--- src/rtl/cpu_controller_pkg.sv ---
// Shared opcode and phase constants plus the strobe bundle for the CPU instruction sequencer.
package cpu_controller_pkg;

  localparam int unsigned NUM_PHASES = 8;
  localparam int unsigned PHASE_W    = 3;
  localparam int unsigned OPCODE_W   = 3;

  localparam logic [OPCODE_W-1:0] OPCODE_HLT = 3'd0;
  localparam logic [OPCODE_W-1:0] OPCODE_SKZ = 3'd1;
  localparam logic [OPCODE_W-1:0] OPCODE_ADD = 3'd2;
  localparam logic [OPCODE_W-1:0] OPCODE_AND = 3'd3;
  localparam logic [OPCODE_W-1:0] OPCODE_XOR = 3'd4;
  localparam logic [OPCODE_W-1:0] OPCODE_LDA = 3'd5;
  localparam logic [OPCODE_W-1:0] OPCODE_STO = 3'd6;
  localparam logic [OPCODE_W-1:0] OPCODE_JMP = 3'd7;

  localparam logic [PHASE_W-1:0] PHASE_INST_ADDR  = 3'd0;
  localparam logic [PHASE_W-1:0] PHASE_INST_FETCH = 3'd1;
  localparam logic [PHASE_W-1:0] PHASE_INST_LOAD  = 3'd2;
  localparam logic [PHASE_W-1:0] PHASE_IDLE       = 3'd3;
  localparam logic [PHASE_W-1:0] PHASE_OP_ADDR    = 3'd4;
  localparam logic [PHASE_W-1:0] PHASE_OP_FETCH   = 3'd5;
  localparam logic [PHASE_W-1:0] PHASE_ALU_OP     = 3'd6;
  localparam logic [PHASE_W-1:0] PHASE_STORE      = 3'd7;

  typedef struct packed {
    logic sel;
    logic rd;
    logic ld_ir;
    logic inc_pc;
    logic halt;
    logic ld_pc;
    logic data_e;
    logic ld_ac;
    logic wr;
  } ctrl_t;

  // Opcodes whose result comes back from memory through the ALU into the accumulator.
  function automatic logic is_alu_op(input logic [OPCODE_W-1:0] op);
    return (op == OPCODE_ADD) || (op == OPCODE_AND) ||
           (op == OPCODE_XOR) || (op == OPCODE_LDA);
  endfunction

endpackage

--- src/rtl/cpu_controller_phase_counter.sv ---
// Wrapping instruction-phase counter; hold freezes it (used while halting).
module cpu_controller_phase_counter
  import cpu_controller_pkg::*;
(
  input  logic               clk,
  input  logic               rst_n,
  input  logic               hold,
  output logic [PHASE_W-1:0] phase
);

  always_ff @(posedge clk or negedge rst_n) begin
    if (!rst_n) begin
      phase <= PHASE_INST_ADDR;
    end else if (!hold) begin
      phase <= phase + PHASE_W'(1);
    end
  end

endmodule

--- src/rtl/cpu_controller.sv ---
// Instruction sequencer: steps the 8-phase cycle and decodes datapath strobes
// from phase, opcode, ALU zero flag and the sticky halted flag.
module cpu_controller
  import cpu_controller_pkg::*;
(
  input  logic                clk,
  input  logic                rst_n,
  input  logic [OPCODE_W-1:0] opcode,
  input  logic                zero,
  output logic                sel,
  output logic                rd,
  output logic                ld_ir,
  output logic                inc_pc,
  output logic                halt,
  output logic                ld_pc,
  output logic                data_e,
  output logic                ld_ac,
  output logic                wr,
  output logic [PHASE_W-1:0]  phase
);

  logic  halted;
  logic  halt_entry;
  logic  alu_op;
  ctrl_t ctrl;

  assign halt_entry = !halted && (phase == PHASE_OP_ADDR) && (opcode == OPCODE_HLT);
  assign alu_op     = is_alu_op(opcode);

  cpu_controller_phase_counter u_phase_counter (
    .clk   (clk),
    .rst_n (rst_n),
    .hold  (halted | halt_entry),
    .phase (phase)
  );

  // Sticky halt; only rst_n clears it.
  always_ff @(posedge clk or negedge rst_n) begin
    if (!rst_n) begin
      halted <= 1'b0;
    end else if (halt_entry) begin
      halted <= 1'b1;
    end
  end

  always_comb begin
    ctrl = '0;
    if (halted) begin
      ctrl.halt = 1'b1;
    end else begin
      case (phase)
        PHASE_INST_ADDR: begin
          ctrl.sel = 1'b1;
        end
        PHASE_INST_FETCH: begin
          ctrl.sel = 1'b1;
          ctrl.rd  = 1'b1;
        end
        PHASE_INST_LOAD, PHASE_IDLE: begin
          ctrl.sel   = 1'b1;
          ctrl.rd    = 1'b1;
          ctrl.ld_ir = 1'b1;
        end
        PHASE_OP_ADDR: begin
          ctrl.inc_pc = 1'b1;
          ctrl.halt   = (opcode == OPCODE_HLT);
        end
        PHASE_OP_FETCH: begin
          ctrl.rd = alu_op;
        end
        PHASE_ALU_OP: begin
          ctrl.rd     = alu_op;
          ctrl.inc_pc = (opcode == OPCODE_SKZ) && zero;
          ctrl.ld_pc  = (opcode == OPCODE_JMP);
          ctrl.data_e = (opcode == OPCODE_STO);
        end
        PHASE_STORE: begin
          ctrl.rd     = alu_op;
          ctrl.ld_ac  = alu_op;
          ctrl.ld_pc  = (opcode == OPCODE_JMP);
          ctrl.wr     = (opcode == OPCODE_STO);
          ctrl.data_e = (opcode == OPCODE_STO);
        end
        default: ctrl = '0;
      endcase
    end
  end

  assign sel    = ctrl.sel;
  assign rd     = ctrl.rd;
  assign ld_ir  = ctrl.ld_ir;
  assign inc_pc = ctrl.inc_pc;
  assign halt   = ctrl.halt;
  assign ld_pc  = ctrl.ld_pc;
  assign data_e = ctrl.data_e;
  assign ld_ac  = ctrl.ld_ac;
  assign wr     = ctrl.wr;

endmodule

--- config.mk ---
export PLATFORM = sky130hd
export DESIGN_NAME = cpu_controller
export DESIGN_NICKNAME = d
export VERILOG_FILES = /design/src/rtl/cpu_controller_pkg.sv /design/src/rtl/cpu_controller_phase_counter.sv /design/src/rtl/cpu_controller.sv
export SDC_FILE = /design/constraint.sdc
export NUM_CORES = 1
export LEC_CHECK = 0
export CAP_MARGIN = 10
export CORE_AREA = 3 3 40 42
export CTS_BUF_LIST = sky130_fd_sc_hd__clkbuf_8
export DETAILED_ROUTE_END_ITERATION = 6
export DIE_AREA = 0 0 43 45
export PLACE_DENSITY_LB_ADDON = 0.2
export RECOVER_POWER = 25
export SYNTH_ARGS = -nofsm -noshare
export SYNTH_HDL_FRONTEND = slang
export SYNTH_SLANG_ARGS = --single-unit
--- constraint.sdc ---
create_clock -name clk -period 1.6 [get_ports clk]
set_input_delay 0.24 -clock clk [delete_from_list [all_inputs] [get_ports clk]]
set_output_delay 0.24 -clock clk [all_outputs]
set_load 0.03 [all_outputs]
Yosys cells after proc, flatten, opt, wreduce, memory -nomap -nowiden
Index checks and enable logic that the tools add are counted.

cells by class
  add/sub/neg operators = 1
  multipliers = 0
  divide/modulo/power cells = 0
  $lt $le $gt $ge = 0
  equal/unequal tests = 14
  shifts and indexed selects = 0
  mux-type cells = 10
  bitwise operators = 1
  reduce and logical (&&, ||, !) cells = 14

operator list
  operator             count
  $eq 3x3->1 const B   8
  $eq 3x2->1 const B   4
  $mux 4               2
  $eq 3x1->1 const B   2
  $logic_not 3->1      2
  $reduce_or 3->1      2
  $mux 1               4
  $mux 2               2
  $pmux 1 s2           2
  $reduce_or 2->1      2
  $reduce_or 4->1      1
  $add 3x1->3 const B  1
  $logic_and 1x1->1    3
  $logic_or 1x1->1     3
  $logic_not 1->1      1
  $or 1x1->1           1

storage, ports and cells
  register bits after elaboration = 4
  latch bits = 0
  memory bits (writable) = 0
  bits in read-only memories = 0
  input bits = 6
  output and inout port bits = 12
  logic and storage cells = 42
  memories kept = 0

Depth between registers and ports, before layout
  depth in word-level cells = 6
  gate-level depth with buffers = 5
  depth with buffers taken out = 5

Cells and area by module
A second synthesis with hierarchy kept.

second synthesis, totals
  cells, all modules = 30
  area total of the unflattened synthesis = 306.5 um2

by module, submodules not included
  module                        times used  cells an instance  area each (um2)
  cpu_controller                1           22                 172.7
  cpu_controller_phase_counter  1           8                  133.9

Worst setup path before layout
No wires, ideal clock.

  path type = register -> output
  start point = reg u_phase_counter.phase[1]
  end point = out wr
  data arrival time = 1.637 ns
  required time = 1.360 ns
  path slack = -0.277 ns
  cell stages (with the launch flop) = 5
  buffers on the path = 0
  path through = dfrtp_1 -> ha_1 -> ha_1 -> nand2b_1 -> nor3_1

on the way
  cells in the longest elaborated chain, start to end = 3

RTL lines
  element                 RTL line                            RTL
  from (decl)             cpu_controller_phase_counter.sv:8   output logic [PHASE_W-1:0] phase
  from (signal assigned)  cpu_controller_phase_counter.sv:15  phase <= phase + PHASE_W'(1);
  $eq 3x3->1              cpu_controller.sv:51                case (phase)
  $mux 2                  cpu_controller.sv:51
  $mux 4                  cpu_controller.sv:48                if (halted) begin
  to (decl)               cpu_controller.sv:18                output logic wr,

No other way between the ends.

Worst setup path in the final report
  start point = reg u_phase_counter.phase[0]
  end point = out ld_ac

on the way
  cells in the longest elaborated chain, start to end = 3

RTL lines
  element     RTL line              RTL
  $eq 3x3->1  cpu_controller.sv:51
  $mux 2      cpu_controller.sv:51
  $mux 4      cpu_controller.sv:48
  to (decl)   cpu_controller.sv:17  output logic ld_ac,

No other way between the ends.

==> results <==
==> report_power, final <==
part           internal [mW]  switching [mW]  leakage [nW]
logic                  0.577           0.586         0.283
clock network          0.164          0.0537        0.0269
registers              0.163          0.0470        0.0448
==> layout make-up <==
type / count / area [um2] / share of cell area (%)
multi-input combinational: 27 / 283 / 38.7
clock buffer: 3 / 41.3 / 5.65
inverter: 5 / 21.3 / 2.91
clock inverter: 1 / 3.75 / 0.514
tap: 15 / 18.8 / 2.57
sequential: 4 / 103 / 14.0
timing repair buffer: 30 / 260 / 35.6
==> how the worst max path moves through the flow <==
stage,from,endpoint,depth (start not counted)
after floorplan,u_phase_counter.phase[0],halt,5
after global placement,opcode[2],halt,5
after detailed placement,opcode[2],halt,5
after CTS,u_phase_counter.phase[0],halt,6
after global routing,u_phase_counter.phase[0],halt,6
final,u_phase_counter.phase[0],ld_ac,6
==> registers in the layout, summed over array words and instances (netlist names) <==
register               flops
halted                     1
u_phase_counter.phase      3
==> metrics by stage <==
step / power (mW) / instances / area, um2
2_1_floorplan: 0.740 / 37 / 363
3_3_place_gp: 1.08 / 73 / 566
3_5_place_dp: 1.08 / 73 / 566
4_1_cts: 1.43 / 80 / 666
5_1_grt: 1.72 / 85 / 731
6_report: 1.59 / 85 / 731
==> worst reg2reg max path, delay by kind of cell, from the launching register on <==
| kind | cells | cell delay (ns) |
|---|---|---|
| flops | 1 | 0.42 |
| mux | 1 | 0.29 |
| buf+inv | 2 | 0.25 |
| simple gates | 1 | 0.23 |
| fa+ha+maj | 1 | 0.13 |
| compound gates | 1 | 0.11 |
==> cell usage in the layout, fill, tap and decap left out <==
cell             Yosys  routed
buf_4                0      18
nor2_1               5       4
inv_1                5       4
clkbuf_8             0       3
dlygate4sd2_1        0       3
clkdlybuf4s50_1      0       3
buf_6                0       3
nor3_2               0       2
xnor2_1              2       2
o21ai_0              2       2
ha_4                 0       2
ha_1                 5       2
dfrtp_1              4       2
dlymetal6s2s_1       0       2
dfrtp_2              0       2
inv_2                0       1
nand3b_1             1       1
nand2_1              1       1
nand2b_4             0       1
inv_4                0       1
nor3_1               3       1
a41oi_2              0       1
nor3b_2              0       1
nor2_2               0       1
a211oi_2             0       1
nand3_1              1       1
nor4b_4              1       1
a21oi_2              1       1
mux2_4               1       1
ha_2                 0       1
dlygate4sd3_1        0       1
==> synthesized netlist by cell type <==
cell type,n,area [um2]
a211oi_1,1,7.51
a21oi_2,1,8.76
a41oi_1,1,8.76
clkbuf_1,1,3.75
dfrtp_1,4,100
ha_1,5,62.6
inv_1,5,18.8
mux2_4,1,15.0
nand2_1,1,3.75
nand2b_1,1,6.26
nand3_1,1,5.00
nand3b_1,1,7.51
nor2_1,5,18.8
nor3_1,3,15.0
nor3b_1,1,7.51
nor4b_4,1,23.8
o21ai_0,2,10.0
xnor2_1,2,17.5
==> logic make-up (layout without fill, tap and decap cells) <==
family | after synthesis | after routing
compound gates | 5 | 5
xor+xnor | 2 | 2
fa+ha+maj | 5 | 5
buf+inv | 6 | 39
flops | 4 | 4
mux | 1 | 1
simple gates | 14 | 14
==> per-layer routing <==
| metal | vias to the layer above | global-route usage [%] | share of wire [%] |
|---|---|---|---|
| met5 | - | 0 | 0 |
| met4 | 0 | 3.01 | 0 |
| met3 | 0 | 4.78 | 10 |
| met2 | 21 | 15.3 | 49 |
| met1 | 180 | 14.8 | 41 |
| li1 | 190 | - | - |
==> repair_timing <==
action	in CTS	in global routing
setup buffers	3	5
pin swaps	3	6
cloned	0	0
gates resized for setup	13	6
setup endpoints to repair	6	7
hold endpoints to repair	0	0
==> impl_metrics.toml <==
[clock_network]
cts.sinks = 4
cts.hold.buffers_added = 0
cts_tree = "built"
clkSlewWorstSetupHoldPaths_ns = 0.03
clockBufferDepth = 2
cts_made_buffers = 3
htree_num_levels = 1
clk_latency_ns = 0.22
root_buffer = "clkbuf_8"

[timing]
slew_viol_final = 0
tightest_slew_ns = 0.316
fmax_mhz = 606
period_share_pct = 103
layout_setup_ws_ns = -0.0498
holdWs_ns = 0.296
period_needed_ns = 1.65
timing.setup.tns_ns = -0.141
slew_headroom_pct = 78.9
rsz0062_at_grt = "true"
hold_viol = 0
clock_skew_ns = 0.000780
setup_viol = 4

[critical_path]
cpMaxStageDelayCell = "dfrtp_2"
critPathKind = "flop to primary output"
path_delay_family = "flip-flops"
cp-start-kind = "flop"
cp.buffers_inverters = 2
r2r_slack_ns = 0.06
crit_fanout = 4
reg2regPathDepth = 6
r2r-end = "u_phase_counter.phase[1]"
worstPathArrival_ns = 1.41
crit_top_cell = "buf_4"
worstSetupEndpointType = "primary output"
crit_chain = "buf_4 -> ha_1 -> ha_2 -> nand2b_4 -> nor2_1 -> buf_4"
max_stage_delay_ns = 0.42
crit_required_ns = 1.36
r2r_start = "u_phase_counter.phase[0]"

[placement]
finalWeightedCongestion = 0.761
io_buffer_count = 17
dpl.hpwl_um = 619
post-place-ws_ns = -0.104

[worst_hold_path]
hold_path.class = "input pin to async pin"

[synth]
synth_mux_area_share_pct = 4.41
yosys_warnings = 0
synth-seq-cells = 4
ys_seq_area_share_pct = 29.4
synthAdderAreaFrac_pct = 18.4
syn_inst = 37
yosys.area_share.xor_xnor_pct = 5.15
syn_area_um2 = 340
synth-simple-area-share_pct = 25.7
syn_nets = 48
synth_top_family_by_area = "simple AND/OR/NAND/NOR gates"
synth.distinct_cells = 18
avgSynthCellArea_um2 = 9.20
synth-compound-area-share_pct = 10.3

[finish]
diodes = 0
fin_util_pct = 56.9
num-fill-cells = 117
drive_gt1_share_pct = 58.6
final_nets = 82
area_growth_pct = 115

[route]
drc_errors = 0
routed_wl_mm = 1.01
firstDrtPassIters = 4
wl_per_cell_um = 11.9
via_count = 391
ant_nets = 0
vias_per_cell = 4.60
dr.first_iter.drc_count = 10

[pwr]
leakage_nw = 0.355
ir_drop_v = 0.00119
p_per_area_nw_per_um2 = 2180

[floorplanning]
coreArea_um2 = 1280
die_h_um = 45
initial_core_util_pct = 26.5
rows = 13
die-area_um2 = 1940
die_x_um = 43
ios = 18

[global_route]
grt_remaining_overflow = 0
grt_pass1_vias = 359
grt_usage_pct = 10.8
grt_start_max_net_pins = 9
antenna_found_initial = 0
grt_pass1_wl_mm = 1.58

[job]
maxCapViolCount = 0

[status]
failed_checks = "negative setup slack"
status = "finished with violations"
Power figures use the tool's default switching activity.
